**config.mk**
```make
export PLATFORM = sky130hd
export DESIGN_NAME = hazard_ctrl
export DESIGN_NICKNAME = d
export VERILOG_FILES = /design/src/rtl/hazard_ctrl_pkg.sv /design/src/rtl/hazard_fwd_sel.sv /design/src/rtl/hazard_ctrl.sv
export SDC_FILE = /design/constraint.sdc
export NUM_CORES = 1
export LEC_CHECK = 0
export CELL_PAD_IN_SITES_DETAIL_PLACEMENT = 1
export CELL_PAD_IN_SITES_GLOBAL_PLACEMENT = 1
export CORE_MARGIN = 2
export CORE_UTILIZATION = 33
export DETAILED_ROUTE_END_ITERATION = 8
export GPL_ROUTABILITY_DRIVEN = 0
export PLACE_DENSITY = 0.79
export RECOVER_POWER = 25
export SYNTH_ARGS = -nofsm -noshare
export SYNTH_HDL_FRONTEND = slang
export SYNTH_HIERARCHICAL = 1
export SYNTH_SLANG_ARGS = --single-unit
```
**constraint.sdc**
```tcl
create_clock -name Clock -period 2.51 [get_ports Clock]
set_input_delay 0.502 -clock Clock [delete_from_list [all_inputs] [get_ports Clock]]
set_output_delay 0.502 -clock Clock [all_outputs]
set_load 0.02 [all_outputs]
```
**src/rtl/hazard_ctrl_pkg.sv**
```systemverilog
// Shared types and helpers for the pipeline hazard controller.
//   fwd_sel_t  : EX operand forwarding mux select
//   state_t    : multiply-occupancy FSM state
//   addr_match : register address compare where x0 never matches
package hazard_ctrl_pkg;

  typedef enum logic [1:0] {
    FWD_REG = 2'b00,
    FWD_MEM = 2'b01,
    FWD_WB  = 2'b10
  } fwd_sel_t;

  typedef enum logic {
    IDLE = 1'b0,
    BUSY = 1'b1
  } state_t;

  // Addresses are zero-extended to 32 bits by the caller, so any AW up to 32 works.
  function automatic logic addr_match(input logic [31:0] a, input logic [31:0] b);
    return (a != 32'd0) && (a == b);
  endfunction

endpackage

```
**src/rtl/hazard_fwd_sel.sv**
```systemverilog
// Forwarding select for one EX operand.
//   src_addr_i           : source register of the EX instruction
//   mem_addr_i/we/rd     : MEM-stage destination, write enable, load flag
//   wb_addr_i/we         : WB-stage destination, write enable
//   fwd_o                : FWD_MEM, FWD_WB or FWD_REG (MEM has priority)
module hazard_fwd_sel
  import hazard_ctrl_pkg::*;
#(
  parameter int unsigned AW = 5
) (
  input  logic [AW-1:0] src_addr_i,
  input  logic [AW-1:0] mem_addr_i,
  input  logic          mem_we_i,
  input  logic          mem_rd_i,
  input  logic [AW-1:0] wb_addr_i,
  input  logic          wb_we_i,
  output fwd_sel_t      fwd_o
);

  always_comb begin
    fwd_o = FWD_REG;
    // A load in MEM has no data yet; its value is picked up from WB a cycle later.
    if (mem_we_i && !mem_rd_i && addr_match(32'(mem_addr_i), 32'(src_addr_i))) begin
      fwd_o = FWD_MEM;
    end else if (wb_we_i && addr_match(32'(wb_addr_i), 32'(src_addr_i))) begin
      fwd_o = FWD_WB;
    end
  end

endmodule

```
**src/rtl/hazard_ctrl.sv**
```systemverilog
// Pipeline hazard controller for the five-stage core: EX/ID operand forwarding,
// load-use stall, multi-cycle multiply occupancy of EX, branch flush, and
// saturating stall/flush performance counters.
//   Clock, nReset                    : clock, asynchronous active-low reset
//   RsAddrD/RtAddrD                  : ID source registers
//   RsAddrE/RtAddrE/RAddrE           : EX sources and destination
//   MemReadE, MulStartE              : EX instruction is a load / multiply
//   RAddrM/RegWriteM/MemReadM        : MEM destination, write enable, load flag
//   RAddrW/RegWriteW                 : WB destination, write enable
//   BranchTaken                      : branch resolved taken in EX
//   ClrCount                         : synchronous clear of both counters
//   ForwardA/B, ForwardSrcA/B        : EX and ID forwarding selects
//   StallF, StallD, FlushD, BubbleE  : pipeline register controls
//   HoldE, MulBusy                   : multiply hold, FSM busy flag
//   StallCycles, FlushCount          : saturating performance counters
module hazard_ctrl
  import hazard_ctrl_pkg::*;
#(
  parameter int unsigned AW          = 5,
  parameter int unsigned MULT_CYCLES = 4,
  parameter int unsigned CW          = 16
) (
  input  logic          Clock,
  input  logic          nReset,
  input  logic [AW-1:0] RsAddrD,
  input  logic [AW-1:0] RtAddrD,
  input  logic [AW-1:0] RsAddrE,
  input  logic [AW-1:0] RtAddrE,
  input  logic [AW-1:0] RAddrE,
  input  logic          MemReadE,
  input  logic          MulStartE,
  input  logic [AW-1:0] RAddrM,
  input  logic          RegWriteM,
  input  logic          MemReadM,
  input  logic [AW-1:0] RAddrW,
  input  logic          RegWriteW,
  input  logic          BranchTaken,
  input  logic          ClrCount,
  output logic [1:0]    ForwardA,
  output logic [1:0]    ForwardB,
  output logic          ForwardSrcA,
  output logic          ForwardSrcB,
  output logic          StallF,
  output logic          StallD,
  output logic          FlushD,
  output logic          BubbleE,
  output logic          HoldE,
  output logic          MulBusy,
  output logic [CW-1:0] StallCycles,
  output logic [CW-1:0] FlushCount
);

  localparam bit          MultiCycle = (MULT_CYCLES > 1);
  localparam int unsigned CntW       = (MULT_CYCLES > 2) ? $clog2(MULT_CYCLES) : 1;
  localparam int unsigned CntInitInt = MultiCycle ? (MULT_CYCLES - 2) : 0;
  localparam logic [CntW-1:0] CntInit = CntW'(CntInitInt);

  // ---------------------------------------------------------------------------
  // Forwarding
  // ---------------------------------------------------------------------------
  fwd_sel_t fwd_a, fwd_b;

  hazard_fwd_sel #(.AW(AW)) u_fwd_a (
    .src_addr_i (RsAddrE),
    .mem_addr_i (RAddrM),
    .mem_we_i   (RegWriteM),
    .mem_rd_i   (MemReadM),
    .wb_addr_i  (RAddrW),
    .wb_we_i    (RegWriteW),
    .fwd_o      (fwd_a)
  );

  hazard_fwd_sel #(.AW(AW)) u_fwd_b (
    .src_addr_i (RtAddrE),
    .mem_addr_i (RAddrM),
    .mem_we_i   (RegWriteM),
    .mem_rd_i   (MemReadM),
    .wb_addr_i  (RAddrW),
    .wb_we_i    (RegWriteW),
    .fwd_o      (fwd_b)
  );

  assign ForwardA    = fwd_a;
  assign ForwardB    = fwd_b;
  // ID-stage operands read the register file in the same cycle WB writes it.
  assign ForwardSrcA = RegWriteW && addr_match(32'(RAddrW), 32'(RsAddrD));
  assign ForwardSrcB = RegWriteW && addr_match(32'(RAddrW), 32'(RtAddrD));

  logic load_use;
  assign load_use = MemReadE && (addr_match(32'(RAddrE), 32'(RsAddrD)) ||
                                 addr_match(32'(RAddrE), 32'(RtAddrD)));

  // ---------------------------------------------------------------------------
  // Multiply occupancy FSM
  // ---------------------------------------------------------------------------
  state_t          state_q, state_d;
  logic [CntW-1:0] cnt_q, cnt_d;
  logic            mul_hold;

  always_ff @(posedge Clock or negedge nReset) begin
    if (!nReset) begin
      state_q <= IDLE;
      cnt_q   <= '0;
    end else begin
      state_q <= state_d;
      cnt_q   <= cnt_d;
    end
  end

  always_comb begin
    state_d = state_q;
    cnt_d   = cnt_q;
    if (BranchTaken) begin
      // A taken branch squashes whatever is in EX, including a running multiply.
      state_d = IDLE;
      cnt_d   = '0;
    end else begin
      unique case (state_q)
        IDLE: begin
          if (MulStartE && MultiCycle) begin
            state_d = BUSY;
            cnt_d   = CntInit;
          end
        end
        BUSY: begin
          if (cnt_q == '0) begin
            state_d = IDLE;
          end else begin
            cnt_d = cnt_q - CntW'(1);
          end
        end
        default: begin
          state_d = IDLE;
          cnt_d   = '0;
        end
      endcase
    end
  end

  always_comb begin
    mul_hold = 1'b0;
    unique case (state_q)
      IDLE:    mul_hold = MulStartE && MultiCycle;
      BUSY:    mul_hold = (cnt_q != '0);
      default: mul_hold = 1'b0;
    endcase
  end

  assign MulBusy = (state_q == BUSY);

  // ---------------------------------------------------------------------------
  // Pipeline control priority: branch > multiply hold > load-use
  // ---------------------------------------------------------------------------
  always_comb begin
    StallF  = 1'b0;
    StallD  = 1'b0;
    FlushD  = 1'b0;
    BubbleE = 1'b0;
    HoldE   = 1'b0;
    if (BranchTaken) begin
      FlushD  = 1'b1;
      BubbleE = 1'b1;
    end else if (mul_hold) begin
      StallF = 1'b1;
      StallD = 1'b1;
      HoldE  = 1'b1;
    end else if (load_use) begin
      StallF  = 1'b1;
      StallD  = 1'b1;
      BubbleE = 1'b1;
    end
  end

  // ---------------------------------------------------------------------------
  // Saturating performance counters
  // ---------------------------------------------------------------------------
  logic [CW-1:0] stall_cnt_q, stall_cnt_d;
  logic [CW-1:0] flush_cnt_q, flush_cnt_d;

  always_comb begin
    stall_cnt_d = stall_cnt_q;
    flush_cnt_d = flush_cnt_q;
    if (ClrCount) begin
      stall_cnt_d = '0;
      flush_cnt_d = '0;
    end else begin
      if (StallF && (stall_cnt_q != '1)) stall_cnt_d = stall_cnt_q + CW'(1);
      if (BranchTaken && (flush_cnt_q != '1)) flush_cnt_d = flush_cnt_q + CW'(1);
    end
  end

  always_ff @(posedge Clock or negedge nReset) begin
    if (!nReset) begin
      stall_cnt_q <= '0;
      flush_cnt_q <= '0;
    end else begin
      stall_cnt_q <= stall_cnt_d;
      flush_cnt_q <= flush_cnt_d;
    end
  end

  assign StallCycles = stall_cnt_q;
  assign FlushCount  = flush_cnt_q;

endmodule
```
==> flow_summary.json, run 1 <==
{
  "synthFlopType": "dfrtp_1",
  "yosys_warnings": 6,
  "cts_buffers": 5,
  "dieArea_um2": 8268,
  "cts_root_buf": "clkbuf_8",
  "start_util": 0.3420,
  "synth_top_area_cell": "dfrtp_1",
  "cp_top_family": "buffers and inverters",
  "p_leak_nw": 1.662,
  "grtUsageTotal": 0.2064,
  "synth_cell_type_count": 38,
  "wl_um": 8565,
  "num_rows": 31,
  "synth_edf_count": 0,
  "ys_top_cells_by_count": "dfrtp_1, xor2_1, nor2_1",
  "hold_path.class": "reg2reg",
  "p_per_area_nw_per_um2": 351.1,
  "crit_cells": 5,
  "clk_latency_ps": 290,
  "grt_pass1_wl_um": 13890,
  "die_w_um": 90.93,
  "fill_cells": 896,
  "start_kind": "primary input",
  "nets": 444,
  "numPortBuffers": 87,
  "rsz0062_at_grt": "true",
  "utilization": 0.5264,
  "chipHeight_um": 90.93,
  "htreeDepth": 2,
  "avgSynthCellArea_um2": 8.906,
  "drive_above_1_share": 0.2136,
  "tritoncts": "built",
  "min_path_cells": 2,
  "crit_required_ps": 2010,
  "drtIter0Drc": 76,
  "ys_seq_elements": 35,
  "clk_path_buf_depth": 2,
  "crit_type": "in2out",
  "grt-ovfl-total": 0,
  "cp_slowest_cell": "clkdlybuf4s50_1",
  "place_inst": 489,
  "ir_drop_mv": 0.3193,
  "end_kind": "output pin",
  "fin_crit_sh": 0.9992,
  "grt_max_degree": 41,
  "tightest_slew_ps": 898.0,
  "finalPower_w": 0.001348,
  "route.detailed.drc": 0,
  "cap_violations": 0,
  "final_area_um2": 3839,
  "yosys.area.top_type_share": 0.3512,
  "async_reset_ff_frac": 1.000,
  "vias": 2638,
  "worstPathCellList": "clkdlybuf4s50_1 -> nor2b_1 -> nor4b_2 -> o211a_1 -> clkdlybuf4s15_2",
  "syn2layout_area_growth_pct": 53.94,
  "holdPathEnd": "cnt_q[0]",
  "first_pass_iters": 4,
  "placed_area_um2": 3696,
  "setup_viol": 0,
  "synth_area_leaders": "dfrtp_1, xor2_1, nor2_1, a21oi_1, mux2_2",
  "run_status": "finished clean",
  "cts.clk_slew.worst_paths_ps": 80,
  "io_pins": 88,
  "wl_per_cell_um": 17.23,
  "antenna_cells": 0,
  "ys_seq_area_frac": 0.3512,
  "skew_ps": 10.50,
  "clock_sinks": 35,
  "fmax_mhz": 398.7,
  "min_from": "cnt_q[0]",
  "antenna_left": 0,
  "rrSetupSlack_ps": 340,
  "synth_area_um2": 2494,
  "syn_nets": 327,
  "coreArea_um2": 7292,
  "grt_antenna_before_repair": 0,
  "reg2reg_depth": 6,
  "vias_per_cell": 5.308,
  "layout_min_cycle_time_ps": 2508,
  "ctsHoldBuffers": 0,
  "critPathMaxFanout": 4,
  "grt_pass1_vias": 2804,
  "synthCells": 280,
  "drv_slew": 0,
  "relSlewSlack": 0.4013,
  "timing.critical_path.buf_inv": 2,
  "reg2reg_to": "StallCycles[15]",
  "fin_cells": 497,
  "dp_hpwl_um": 6118,
  "slowest_delay_ps": 580,
  "r2r_start": "StallCycles[5]",
  "hold_violations": 0,
  "cp.arrival_ps": 2010
}
[report_power, final]
part	internal [W]	switching, W
combinational	0.000168	0.000181
clock	0.000193	0.000224
sequential	0.000572	0.00000955
total	0.000933	0.000414
[metal layers]
layer / part of all wire / global-route usage
met5: 0 / 0
met4: 0.018 / 0.06313
met3: 0.046 / 0.03900
met2: 0.49 / 0.3549
met1: 0.44 / 0.2621
[kinds of logic after synthesis]
family / Yosys count / share of synthesized area
AO/OA/AOI/OAI: 43 / 0.1099
XOR/XNOR: 45 / 0.1580
adder cells (fa/ha/maj): 3 / 0.01505
buffers and inverters: 19 / 0.03562
flip-flops: 35 / 0.3512
multiplexers: 10 / 0.04416
AND/OR/NAND/NOR: 125 / 0.2860
[timing repair]
action,4_1_cts,5_1_grt
endpoints found under the setup margin,12,16
hold endpoints to repair,0,0
pin swaps,4,8
gates resized for setup,56,22
setup buffers,0,0
[metrics by stage]
| stage | setup TNS (ps) | hold slack (ps) | setup slack, ps |
|---|---|---|---|
| floorplan | 0 | 206.4 | 90.36 |
| global placement | -6204 | 496.4 | -520.4 |
| detailed placement | -7995 | 522.8 | -594.3 |
| CTS | 0 | 540.6 | 2.198 |
| global route | -48.29 | 567.7 | -28.76 |
| finish | 0 | 534.6 | 1.906 |
[worst max-delay path by stage]
stage                     from           to  slack (ps)
finish              RtAddrE[0]  ForwardB[0]           2
global route        RsAddrD[1]      BubbleE         -30
CTS                  RAddrW[1]  ForwardSrcB           2
detailed placement   RAddrE[2]       StallF        -590
global placement     RAddrE[1]       StallD        -520
floorplan            RAddrE[1]       StallF          90
[worst register-to-register path, cell delays in order, from the launching register on]
cell	delay [ps]
dfrtp_1	420
and3_4	210
and3_4	180
and3_4	200
a41o_4	340
nor4_1	340
mux2_2	370
[sequential cells by signal, summed over array words and instances (netlist names)]
name         cells
FlushCount      16
StallCycles     16
cnt_q            2
MulBusy          1
[area by class of cell]
type                    instances  area [um2]  area share
repair buffers                124        1132      0.2950
inverters                       5       18.77    0.004889
clock buffers                   5       68.82     0.01793
well taps                      99       123.9     0.03227
multi-input cells             226        1599      0.4166
clock inverters                 3       20.02    0.005215
flip-flops and latches         35       875.8      0.2282
[layout by cell type (no fill, tap or decap), types with 7 or more instances in the layout]
cell              n
xor2_1           35
dfrtp_1          35
dlygate4sd2_1    10
buf_4            36
o21ai_0           7
xnor2_1          10
clkdlybuf4s50_1  57
o31ai_1           7
nor3_1           13
mux2_2            8
nor2b_1          10
or4_1             7
dlymetal6s2s_1   10
a21oi_1          19
nor2_1           27
nand2_1          12
nand3_1          13
No activity file was read; power rests on OpenSTA's default activity.
==> inputs of run 2 (changes only) <==
--- a/config.mk
+++ b/config.mk
@@ -13,6 +13,7 @@
 export GPL_ROUTABILITY_DRIVEN = 0
 export PLACE_DENSITY = 0.79
 export RECOVER_POWER = 25
+export SKIP_CTS_REPAIR_TIMING = 1
 export SYNTH_ARGS = -nofsm -noshare
 export SYNTH_HDL_FRONTEND = slang
 export SYNTH_HIERARCHICAL = 1
==> flow_summary.json, run 2 (synthesized netlist as in run 1, its figures left out) <==
{
  "layout_min_cycle_time_ps": 2510,
  "run_status": "finished clean",
  "syn2layout_area_growth_pct": 55.19,
  "final_area_um2": 3870,
  "cts_buffers": 5,
  "p_per_area_nw_per_um2": 347.4,
  "fin_crit_sh": 1.000,
  "ir_drop_mv": 0.3175,
  "end_kind": "output pin",
  "drtIter0Drc": 82,
  "vias": 2642,
  "antenna_left": 0,
  "relSlewSlack": 0.4019,
  "hold_slack_ps": 532.4,
  "die_w_um": 90.93,
  "drive_above_1_share": 0.2060,
  "utilization": 0.5307,
  "io_pins": 88,
  "wl_um": 8335,
  "hold_path.class": "reg2reg",
  "cap_violations": 0,
  "start_util": 0.3420,
  "skew_ps": 9.855,
  "numPortBuffers": 87,
  "worstPathCellList": "clkdlybuf4s50_1 -> or4_1 -> o21ai_2 -> nor4_2 -> clkbuf_2",
  "pre_cts_ws_ps": -594.3,
  "antenna_cells": 0,
  "slowest_delay_ps": 590,
  "timing.critical_path.buf_inv": 2,
  "drv_slew": 0,
  "grt-ovfl-total": 0,
  "layout_common_cells": "clkdlybuf4s50_1, buf_4, dfrtp_1, xor2_1, nor2_1",
  "clock_sinks": 35,
  "start_kind": "primary input",
  "p_leak_nw": 1.734,
  "reg2reg_to": "StallCycles[15]",
  "crit_required_ps": 2010,
  "min_path_cells": 2,
  "vias_per_cell": 5.316,
  "critPathMaxFanout": 2,
  "rrSetupSlack_ps": 330,
  "dieArea_um2": 8268,
  "htreeDepth": 2,
  "cts_root_buf": "clkbuf_8",
  "grtUsageTotal": 0.1989,
  "cp_slowest_cell": "or4_1",
  "chipHeight_um": 90.93,
  "hold_violations": 0,
  "setup_ws_ps": 0.009992,
  "clk_latency_ps": 290,
  "tritoncts": "built",
  "nets": 444,
  "cts.clk_slew.worst_paths_ps": 80,
  "num_rows": 31,
  "final_common_cell": "clkdlybuf4s50_1",
  "fmax_mhz": 398.4,
  "fill_cells": 880,
  "clk_path_buf_depth": 2,
  "holdPathEnd": "cnt_q[0]",
  "first_pass_iters": 4,
  "reg2reg_depth": 6,
  "grt_pass1_wl_um": 13510,
  "grt_pass1_vias": 2718,
  "grt_max_degree": 41,
  "crit_type": "in2out",
  "route.detailed.drc": 0,
  "tightest_slew_ps": 897.2,
  "placed_area_um2": 3696,
  "cp.arrival_ps": 2010,
  "cp_top_family": "simple AND/OR/NAND/NOR gates",
  "coreArea_um2": 7292,
  "setup_viol": 0,
  "dp_hpwl_um": 6118,
  "grt_antenna_before_repair": 0,
  "finalPower_w": 0.001344,
  "wl_per_cell_um": 16.77,
  "min_from": "cnt_q[0]",
  "r2r_start": "StallCycles[5]"
}
run 2: cell count changes in the layout (fill, tap and decap cells not counted):
cell             before  now
or4_4                 2    1
or4_1                 7    8
dlymetal6s2s_1       10   19
clkdlybuf4s15_2       1    0
buf_2                 6    1
o21a_2                1    0
clkbuf_2              1    5
buf_4                36   37
dlygate4sd2_1        10    0
o21a_1                0    1
clkdlybuf4s50_1      57   59
run 2: area by class of cell:
cell class                 instances  area (um2)  area share
clock buffer                       5       68.82     0.01778
tap                               99       123.9     0.03201
multi-input combinational        226        1594      0.4119
clock inverter                     3       20.02    0.005173
sequential                        35       875.8      0.2263
inverter                           5       18.77    0.004850
timing repair buffer             124        1169      0.3020
run 2: stage by stage:
step	std cells	TNS [ps]
6_report	497	0
5_1_grt	497	-77.85
4_1_cts	497	-4380
3_5_place_dp	489	-7995
3_3_place_gp	489	-6204
2_1_floorplan	280	0
run 2: worst max path at each step:
stage | end | slack (ps) | start | cells past startpoint
after floorplan | StallF | 90 | RAddrE[1] | 6
after global placement | StallD | -520 | RAddrE[1] | 8
after detailed placement | StallF | -590 | RAddrE[2] | 6
after CTS | StallF | -600 | RAddrE[2] | 6
after global routing | BubbleE | -50 | RtAddrD[2] | 8
final | ForwardSrcA | 0.01 | RAddrW[1] | 5
run 2: layer usage:
layer  GRT usage  routed length, um
met1      0.2652               3807
met2      0.3407               4101
met3     0.03320                301
met4     0.03914                124
met5           0                  0
run 2: power by group:
part / internal (W) / switching [W] / total [W]
clock: 0.000193 / 0.000221 / 0.000414
combinational: 0.000171 / 0.000177 / 0.000348
sequential: 0.000572 / 0.00000929 / 0.000582
total: 0.000937 / 0.000407 / 0.00134
run 2: worst register-to-register path, delay by kind of cell, from the launching register on:
| family | cells | cell delay (ps) |
|---|---|---|
| AOI/OAI and AO/OA | 1 | 340 |
| DFF | 1 | 420 |
| muxes | 1 | 370 |
| and+or+nand+nor | 4 | 930 |
